$ cat src/rtl/tagger_pkg.sv
// Shared defaults for the event timestamp tagger slice.
package tagger_pkg;
  localparam int unsigned TAGGER_TS_WIDTH   = 64;
  localparam int unsigned TAGGER_DEPTH      = 16;
  localparam int unsigned TAGGER_DROP_WIDTH = 16;
endpackage

$ cat src/rtl/tagger_sync_fifo.sv
// Synchronous FIFO; a push on full is accepted only when a pop happens in the same cycle.
module tagger_sync_fifo
  import tagger_pkg::*;
#(
  parameter int unsigned WIDTH = TAGGER_TS_WIDTH,
  parameter int unsigned DEPTH = TAGGER_DEPTH
) (
  input  logic                     clk,
  input  logic                     resetn,
  input  logic                     push,
  input  logic [WIDTH-1:0]         push_data,
  input  logic                     pop,
  output logic [WIDTH-1:0]         pop_data,
  output logic                     full,
  output logic                     empty,
  output logic [$clog2(DEPTH):0]   fill
);
  localparam int unsigned PW = $clog2(DEPTH);
  localparam int unsigned CW = PW + 1;
  localparam logic [PW-1:0] PTR_ONE  = PW'(1);
  localparam logic [CW-1:0] CNT_ONE  = CW'(1);
  localparam logic [CW-1:0] CNT_FULL = CW'(DEPTH);

  logic [WIDTH-1:0] mem [DEPTH];
  logic [PW-1:0]    wptr;
  logic [PW-1:0]    rptr;
  logic [CW-1:0]    count;
  logic             do_push;
  logic             do_pop;

  assign empty   = (count == '0);
  assign full    = (count == CNT_FULL);
  assign do_pop  = pop & ~empty;
  assign do_push = push & (~full | do_pop);

  always_ff @(posedge clk) begin
    if (do_push) mem[wptr] <= push_data;
  end

  always_ff @(posedge clk) begin
    if (!resetn) begin
      wptr  <= '0;
      rptr  <= '0;
      count <= '0;
    end else begin
      if (do_push) wptr <= wptr + PTR_ONE;
      if (do_pop)  rptr <= rptr + PTR_ONE;
      case ({do_push, do_pop})
        2'b10:   count <= count + CNT_ONE;
        2'b01:   count <= count - CNT_ONE;
        default: count <= count;
      endcase
    end
  end

  // Storage is never cleared, so mask the head while empty to present zero after reset.
  assign pop_data = empty ? '0 : mem[rptr];
  assign fill     = count;
endmodule

$ cat src/rtl/event_timestamp_tagger.sv
// Tags rising edges of event_in with the current timestamp and streams the tags out.
// Define TAGGER_EVENT_SYNC_EN to pass event_in through a 2-flop synchroniser first.
module event_timestamp_tagger
  import tagger_pkg::*;
#(
  parameter int unsigned TS_WIDTH   = TAGGER_TS_WIDTH,
  parameter int unsigned DEPTH      = TAGGER_DEPTH,
  parameter int unsigned DROP_WIDTH = TAGGER_DROP_WIDTH
) (
  input  logic                    clk,
  input  logic                    resetn,
  input  logic                    run,
  input  logic [TS_WIDTH-1:0]     timestamp,
  input  logic                    event_in,
  output logic                    m_valid,
  input  logic                    m_ready,
  output logic [TS_WIDTH-1:0]     m_data,
  output logic [$clog2(DEPTH):0]  fill,
  output logic                    overflow,
  output logic [DROP_WIDTH-1:0]   dropped
);
  localparam logic [DROP_WIDTH-1:0] DROP_ONE = DROP_WIDTH'(1);

  logic ev_s;
  logic ev_q;
  logic detect;
  logic full;
  logic empty;
  logic pop;
  logic drop;

`ifdef TAGGER_EVENT_SYNC_EN
  logic [1:0] sync_q;

  always_ff @(posedge clk) begin
    if (!resetn) sync_q <= '0;
    else         sync_q <= {sync_q[0], event_in};
  end

  assign ev_s = sync_q[1];
`else
  assign ev_s = event_in;
`endif

  always_ff @(posedge clk) begin
    if (!resetn) ev_q <= 1'b0;
    else         ev_q <= ev_s;
  end

  assign detect = ev_s & ~ev_q & run;
  assign pop    = m_valid & m_ready;
  // A full FIFO still takes the tag when the head leaves in the same cycle.
  assign drop   = detect & full & ~pop;

  tagger_sync_fifo #(
    .WIDTH (TS_WIDTH),
    .DEPTH (DEPTH)
  ) u_fifo (
    .clk       (clk),
    .resetn    (resetn),
    .push      (detect),
    .push_data (timestamp),
    .pop       (m_ready),
    .pop_data  (m_data),
    .full      (full),
    .empty     (empty),
    .fill      (fill)
  );

  assign m_valid = ~empty;

  always_ff @(posedge clk) begin
    if (!resetn) begin
      overflow <= 1'b0;
      dropped  <= '0;
    end else if (drop) begin
      overflow <= 1'b1;
      if (dropped != '1) dropped <= dropped + DROP_ONE;
    end
  end
endmodule

$ cat config.mk
export PLATFORM = sky130hd
export DESIGN_NAME = event_timestamp_tagger
export DESIGN_NICKNAME = d
export VERILOG_FILES = /design/src/rtl/tagger_pkg.sv /design/src/rtl/tagger_sync_fifo.sv /design/src/rtl/event_timestamp_tagger.sv
export SDC_FILE = /design/constraint.sdc
export NUM_CORES = 1
export LEC_CHECK = 0
export BUFFER_PORTS_ARGS = -buffer_cell sky130_fd_sc_hd__buf_2
export CORE_UTILIZATION = 35
export CTS_CLUSTER_SIZE = 14
export DETAILED_ROUTE_END_ITERATION = 7
export SLEW_MARGIN = 25
export SYNTH_ARGS = -nofsm -noshare
export SYNTH_HDL_FRONTEND = slang
export SYNTH_SLANG_ARGS = --single-unit
$ cat constraint.sdc
create_clock -name clk -period 6.77 [get_ports clk]
set_input_delay 1.0155 -clock clk [delete_from_list [all_inputs] [get_ports clk]]
set_output_delay 1.0155 -clock clk [all_outputs]
set_load 0.05 [all_outputs]
Word level (Yosys, flattened, before mapping)
Memories as Yosys holds them, arrays and structs flattened. A register that Yosys moved wholly into a read port is not among the register bits.
Cells that the tools add are included.
{ "word_totals": {"out_inout_bits": 87, "latchBits": 0, "ramBits": 1024, "wordCells": 36, "mem_bits_ro": 0, "regBits": 31, "n_memories": 1, "input_bits": 69} }
{ "mem_list": {"columns": ["memory", "depth", "word_bits", "rd", "rd_ports_with_merged_regs", "wr", "line_no", "text"], "rows": [
  ["u_fifo.mem", 16, 64, 1, 1, 1, "tagger_sync_fifo.sv:24", "logic [WIDTH-1:0] mem [DEPTH];"]
]} }
{ "classes": {"bitwise_logic": 11, "n_lt_le_gt_ge": 0, "n_mux": 6, "reduce_logical": 3, "n_mul": 0, "eq_ne": 4, "addsub": 5, "shift": 0, "n_div": 0} }
{ "op_table": {"columns": ["op", "n"], "rows": [
  ["64-bit two-way mux", 1],
  ["16-bit by 1-bit adder with 16-bit output, second input constant", 1],
  ["16-bit inequality test, second input constant", 1],
  ["5-bit one-hot mux with 2 select lines", 1],
  ["4-bit by 1-bit adder with 4-bit output, second input constant", 2],
  ["4-bit two-way mux", 2],
  ["1-bit AND", 6],
  ["5-bit by 1-bit adder with 5-bit output, second input constant", 1],
  ["5-bit == test, second input constant", 1],
  ["5-bit zero test", 1],
  ["5-bit by 1-bit subtractor with 5-bit output, second input constant", 1],
  ["1-bit inverter", 4],
  ["2-bit by 1-bit == test with 1-bit output, second input constant", 1],
  ["2-bit == test, second input constant", 1],
  ["1-bit two-way mux", 2],
  ["2-bit AND reduction", 1],
  ["2-bit nonzero test", 1],
  ["1-bit OR", 1]
]} }

Longest topological paths before layout
{ "depth": {"ltp_word": 7, "ltp_mapped": 10, "mapped_depth_nobuf": 8} }

By module
From an unflattened synthesis, not the netlist that was laid out.
{ "hier_totals": {"cells_unflattened": 1880, "area_unflattened_um2": 41342.2} }
{ "modules_own_cells": {"columns": ["module", "cells_each", "area_each_um2", "seq_area_each_um2", "n_inst"], "rows": [
  ["tagger_sync_fifo", 1761, 40312.4, 31089.8, 1],
  ["event_timestamp_tagger", 119, 1029.7, 360.3, 1]
]} }

Worst setup path after synthesis
Ideal clock, no wire load.
{ "synth_path": {"path_type": "in2reg", "from": "in m_ready", "to": "mem u_fifo.mem[10][0] (netlist bit), enable pin", "required_time_ns": 6.341, "stages": 5, "setup_ns": 0.429, "arrival_time_ns": 3.459, "path_buffers": 1, "setup_slack_ns": 2.882, "cell_sequence": "clkbuf_1 nand2b_1 o21ai_1 nor3b_1 and2_1"} }
{ "synth_between": {"elab_chain_len": 5} }
{ "synth_rtl": {"columns": ["item", "line_no", "text"], "rows": [
  ["from (decl)", "event_timestamp_tagger.sv:16", "input logic m_ready,"],
  ["1-bit AND", "tagger_sync_fifo.sv:33", "assign do_pop = pop & ~empty;"],
  ["1-bit OR", "tagger_sync_fifo.sv:34", "assign do_push = push & (~full | do_pop);"],
  ["1-bit AND", "tagger_sync_fifo.sv:34", null],
  ["1-bit two-way mux", "tagger_sync_fifo.sv:37", "if (do_push) mem[wptr] <= push_data;"],
  ["1-bit two-way mux (not written as such)", "tagger_sync_fifo.sv:37", null],
  ["to (decl)", "tagger_sync_fifo.sv:24", null]
]} }
No other way between the ends.

==> results <==
- The Yosys step of the flow raised 0 warnings.
- The top-level I/O count is between 150 and 200.
- The tool flagged a number of max-cap violations equal to 0.
- The first-pass GRT wire length is roughly 140 mm.
- The maximum root-to-sink buffer count is 3.
- The completed layout was analyzed and its total power is about 17000 uW.
- Counting the buffers created by CTS gives between 100 and 150.
- The largest family of logic cells by synthesized area is multiplexers.
- The switching share of total power is between 30% and 40%.
- The post-detailed-placement half-perimeter wirelength is 48.8 mm.
- Combinational logic is responsible for a little under a quarter of the overall power.
- The capturing instance or port of the critical path is m_data[63].
- In this run, flip-flops and latches consume ~43% of the power.
- The number of gates resized after CTS was 0.
- The number of nets still failing antenna checks after routing is 0.
- The number of nets handed over by synthesis was between 1500 and 2000.
- For this run, the detailed router's first-pass iteration total came to 7.
- Global routing used about a quarter of the available met2 tracks.
- The die covers around 120000 um^2.
- The setup check on the worst reg-to-reg path leaves a slack of 3200 ps.
- Clock-pin slew was measured on the worst setup and hold paths at about 60 ps.
- The initial utilization of the core area, before any placement, comes to 35.4%.
- Counting flops and latches in the post-synthesis netlist gives around 1100.
- The clock arrives with approximately 18 ps of skew.
- Setup repair after global routing left no endpoint under its margin.
- The total number of nets in the final design is 2069.
- TritonCTS built the clock tree.
- Compared with the post-synthesis result, the final layout area differs by 15.1%.
- The final global-route overflow total is 0.
- Sorting the synthesized cells by how often they occur yields sky130_fd_sc_hd__edfxtp_1, sky130_fd_sc_hd__mux4_2, sky130_fd_sc_hd__mux2i_1.
- The number of vias per cell after detailed routing is roughly 5.2.
- The number of hold-repair buffers added at the cts stage is 0.
- By area the synthesized netlist is led by sky130_fd_sc_hd__edfxtp_1, sky130_fd_sc_hd__mux4_2, sky130_fd_sc_hd__mux2i_1.
- After routing the design area is 46700 um^2.
- For met1 alone, demand over resource in global routing was approximately 21%.
- The floorplan step defined a core boundary enclosing between 100000 and 150000 um^2.
- Per report_power, the clock group accounts for 33.7% of the total.
- The top achievable clock speed is 213 MHz.
- Measured against its own limit, the worst slew margin works out to between 30% and 40%.
- The checks that failed: DRC.
- The arrival time reported for the critical path endpoint is 3670 ps.
- The vias after detailed routing is 18800.
- Dividing total power by cell area gives a power density of about 370 nW/um^2.
- Summing the sequential cell areas from Yosys gives between 70 and 80% of the chip area.
- The leading area contributor after synthesis is sky130_fd_sc_hd__edfxtp_1.
- The synthesized netlist cell count is 1792.
- The worst reg2reg path startpoint is u_fifo.fill[1]$_SDFFE_PN0P_.
- The total negative setup slack is 0 ps.
- The simple logic cell fraction of the synthesized area is around 1.7%.
- The hold violation total from the final report is 0.
- The initial antenna violation count is 23.
- The peak supply drop is ~0.00024 V.
- The number of slew-limit violations in the final report is 0.
- In this run the tool buffered the top-level ports with roughly 160 buffer cells.
- In this run, the number of DRC markers left after iteration 0 of detailed routing was around 1500.
- In this run the mean area of a mapped cell was between 20 and 25 um^2.
- The placement-stage cell area is between 40000 and 50000 um^2.
- The number of core rows is 124.
- The clock insertion delay at the later pin of the skew report is ~670 ps.
- Of the post-synthesis cell area, the dominant cell type holds between 70% and 80%.
- The most used routing layer is met2.
- The overall track demand over capacity in global routing is 15.9%.
- The average detailed-routed wire length per instance is around 26 um.
- The post-route netlist has 30.1% of its cells at a drive strength greater than 1.
- The count of clock tree sinks is approximately 1100.
- The cell-internal power is around 12000 uW.
- The leading register cell type out of synthesis is sky130_fd_sc_hd__edfxtp_1.
- CTS built an H-tree with a depth of 3.
- The flow ran to the end, but the final reports show violations.
- In this run the worst hold path is classified as reg2reg.
- The cell sitting at the root of the clock tree is a sky130_fd_sc_hd__clkbuf_16.
- The total of endpoints with negative setup slack in the final report is 0.
- The synthesized-area fraction occupied by xor and xnor cells is less than 1%.
- Routability-driven placement finished with a final weighted congestion of approximately 0.7.
- The fraction of synthesis flops using an asynchronous set or reset pin is 0%.
- In this run the vertical extent of the chip is 343 um.
- The mux share of post-synthesis cell area is roughly 18%.
- sky130_fd_sc_hd__edfxtp_1 is the most common cell in the netlist.
- Including well taps, the total number of placed cells is around 3400.
- For the finished layout, the period the worst path requires is 4680 ps.
- The number of different library cells used by synthesis comes to 53.
- After detailed routing, the number of remaining DRC violations is 18.
- The chip width is about 340 um.
- STA classifies the critical path endpoint as a primary output.
- The largest driver fanout on the critical path is 61.
- The number of global-route vias before repair was roughly 20000.
- For this design the total switching power over the nets is slightly above 5000 uW.
- Of the total synthesized cell area, the portion taken by full adders, half adders and majority gates is less than 1%.
- The final layout contains routed wiring with a total length of 93.5 mm.
- The number of synthesized flops with an enable pin is 1024.
- STA puts the critical path data required time at between 5000 and 6000 ps.
- The number of buffers inserted to repair setup after CTS is 0.
- Global routing consumed, on the met3 layer, between 3 and 4% of the routing resources.
- For the pin with the worst max-slew slack, the measured transition is around 1000 ps.
- Entering global routing, the biggest net connects a little over 80 pins.
- In this run the critical register-to-register path is captured at u_fifo.mem[0][47]$_DFFE_PP_.
- For the worst flop-to-flop path, the logic depth is 5.
- The mapped cell area is around 40000 um^2.
- The startpoint-to-endpoint class of the critical path is reg2out.
- The finished layout holds between 3000 and 4000 standard cells, fillers aside.
- In this run the static leakage power is ~0.014 uW.
- Summing the areas of all compound-gate instances in the mapped netlist gives roughly 1.6% of the synthesized area.
- The worst path uses roughly 70% of the clock period.
- The startpoint type of the worst setup path is a flip-flop.
-- how the worst min path moves through the flow --
stage                                startpoint                          end  slack (ps)  cells after the start
global route              overflow$_SDFFE_PN0P_        overflow$_SDFFE_PN0P_         520                      2
detailed placement        overflow$_SDFFE_PN0P_        overflow$_SDFFE_PN0P_         490                      2
global placement          overflow$_SDFFE_PN0P_        overflow$_SDFFE_PN0P_         460                      2
CTS                       overflow$_SDFFE_PN0P_        overflow$_SDFFE_PN0P_         500                      2
finish                    overflow$_SDFFE_PN0P_        overflow$_SDFFE_PN0P_         500                      2
floorplan           u_fifo.wptr[1]$_SDFFE_PN0P_  u_fifo.wptr[1]$_SDFFE_PN0P_         480                      2
-- power by group through the flow --
stage / sequential, uW / clock, uW / combinational [uW]
2_1_floorplan: 7460 / 0 / 2910
3_3_place_gp: 7530 / 0 / 3950
3_5_place_dp: 7530 / 0 / 4020
4_1_cts: 7390 / 5870 / 4030
5_1_grt: 7370 / 6110 / 4230
6_report: 7360 / 5770 / 3990
-- per-layer routing --
metal  share of wire, %  up-vias
met2                 49      510
met3                6.7      126
met5               0.14        -
li1                   -     8048
met1                 42    10100
met4                1.5       20
-- cell usage in the layout (no fill, tap or decap), types with 5 or more instances in the layout --
master | netlist | routed
sky130_fd_sc_hd__nand2_1 | 17 | 16
sky130_fd_sc_hd__diode_2 | 0 | 8
sky130_fd_sc_hd__buf_2 | 29 | 155
sky130_fd_sc_hd__inv_1 | 8 | 8
sky130_fd_sc_hd__nor2_1 | 13 | 13
sky130_fd_sc_hd__inv_6 | 0 | 5
sky130_fd_sc_hd__clkinv_2 | 0 | 18
sky130_fd_sc_hd__buf_4 | 0 | 28
sky130_fd_sc_hd__dfxtp_1 | 35 | 32
sky130_fd_sc_hd__nand3_1 | 9 | 9
sky130_fd_sc_hd__nor3_1 | 8 | 8
sky130_fd_sc_hd__o22ai_1 | 64 | 64
sky130_fd_sc_hd__clkbuf_1 | 46 | 14
sky130_fd_sc_hd__nand4_1 | 5 | 5
sky130_fd_sc_hd__clkinv_1 | 0 | 24
sky130_fd_sc_hd__mux4_2 | 256 | 256
sky130_fd_sc_hd__nand2b_1 | 11 | 10
sky130_fd_sc_hd__clkbuf_16 | 0 | 105
sky130_fd_sc_hd__mux2i_1 | 139 | 139
sky130_fd_sc_hd__nor4_1 | 9 | 9
sky130_fd_sc_hd__bufinv_16 | 0 | 13
sky130_fd_sc_hd__and2_4 | 0 | 12
sky130_fd_sc_hd__or4_1 | 5 | 5
sky130_fd_sc_hd__edfxtp_1 | 1024 | 1024
sky130_fd_sc_hd__a21oi_1 | 9 | 9
sky130_fd_sc_hd__ha_1 | 8 | 8
-- area by class of cell --
type	instances	area [um^2]
flip-flops and latches	1059	31500
diodes	8	20.0
clock buffers	119	2680
clock inverters	71	743
inverters	9	33.8
repair buffers	189	1120
well taps	1512	1890
multi-input cells	629	8760
fillers	9889	67900
-- sequential cells by signal, indices dropped and copies added, names as in the netlist, named ones only --
signal       cells
dropped         16
ev_q             1
overflow         1
u_fifo.fill      5
u_fifo.mem    1024
u_fifo.rptr      4
u_fifo.wptr      4
-- critical path, cell delays in order, from the launching register on --
cell,delay (ps)
sky130_fd_sc_hd__dfxtp_4,990
sky130_fd_sc_hd__buf_4,770
sky130_fd_sc_hd__mux4_2,340
sky130_fd_sc_hd__mux2i_1,80
sky130_fd_sc_hd__o22ai_1,410
sky130_fd_sc_hd__buf_2,360
-- cell families (layout without fill, tap and decap cells) --
| logic type | Yosys count | count (layout) |
|---|---|---|
| simple gates | 116 | 116 |
| fa+ha+maj | 8 | 8 |
| other cells | 0 | 8 |
| flops | 1059 | 1059 |
| compound gates | 101 | 101 |
| buf+inv | 104 | 388 |
| mux | 397 | 397 |
| xor+xnor | 7 | 7 |
-- metrics by stage --
| stage | hold slack (ps) | utilization, % | worst slack (ps) |
|---|---|---|---|
| after floorplan | 482 | - | 2880 |
| after global placement | 461 | 37.7 | 2610 |
| after detailed placement | 486 | 37.7 | 2640 |
| after CTS | 499 | 40.7 | 1910 |
| after global routing | 515 | 40.7 | 1880 |
| final | 498 | 40.7 | 2090 |
Power figures use the tool's default switching activity.
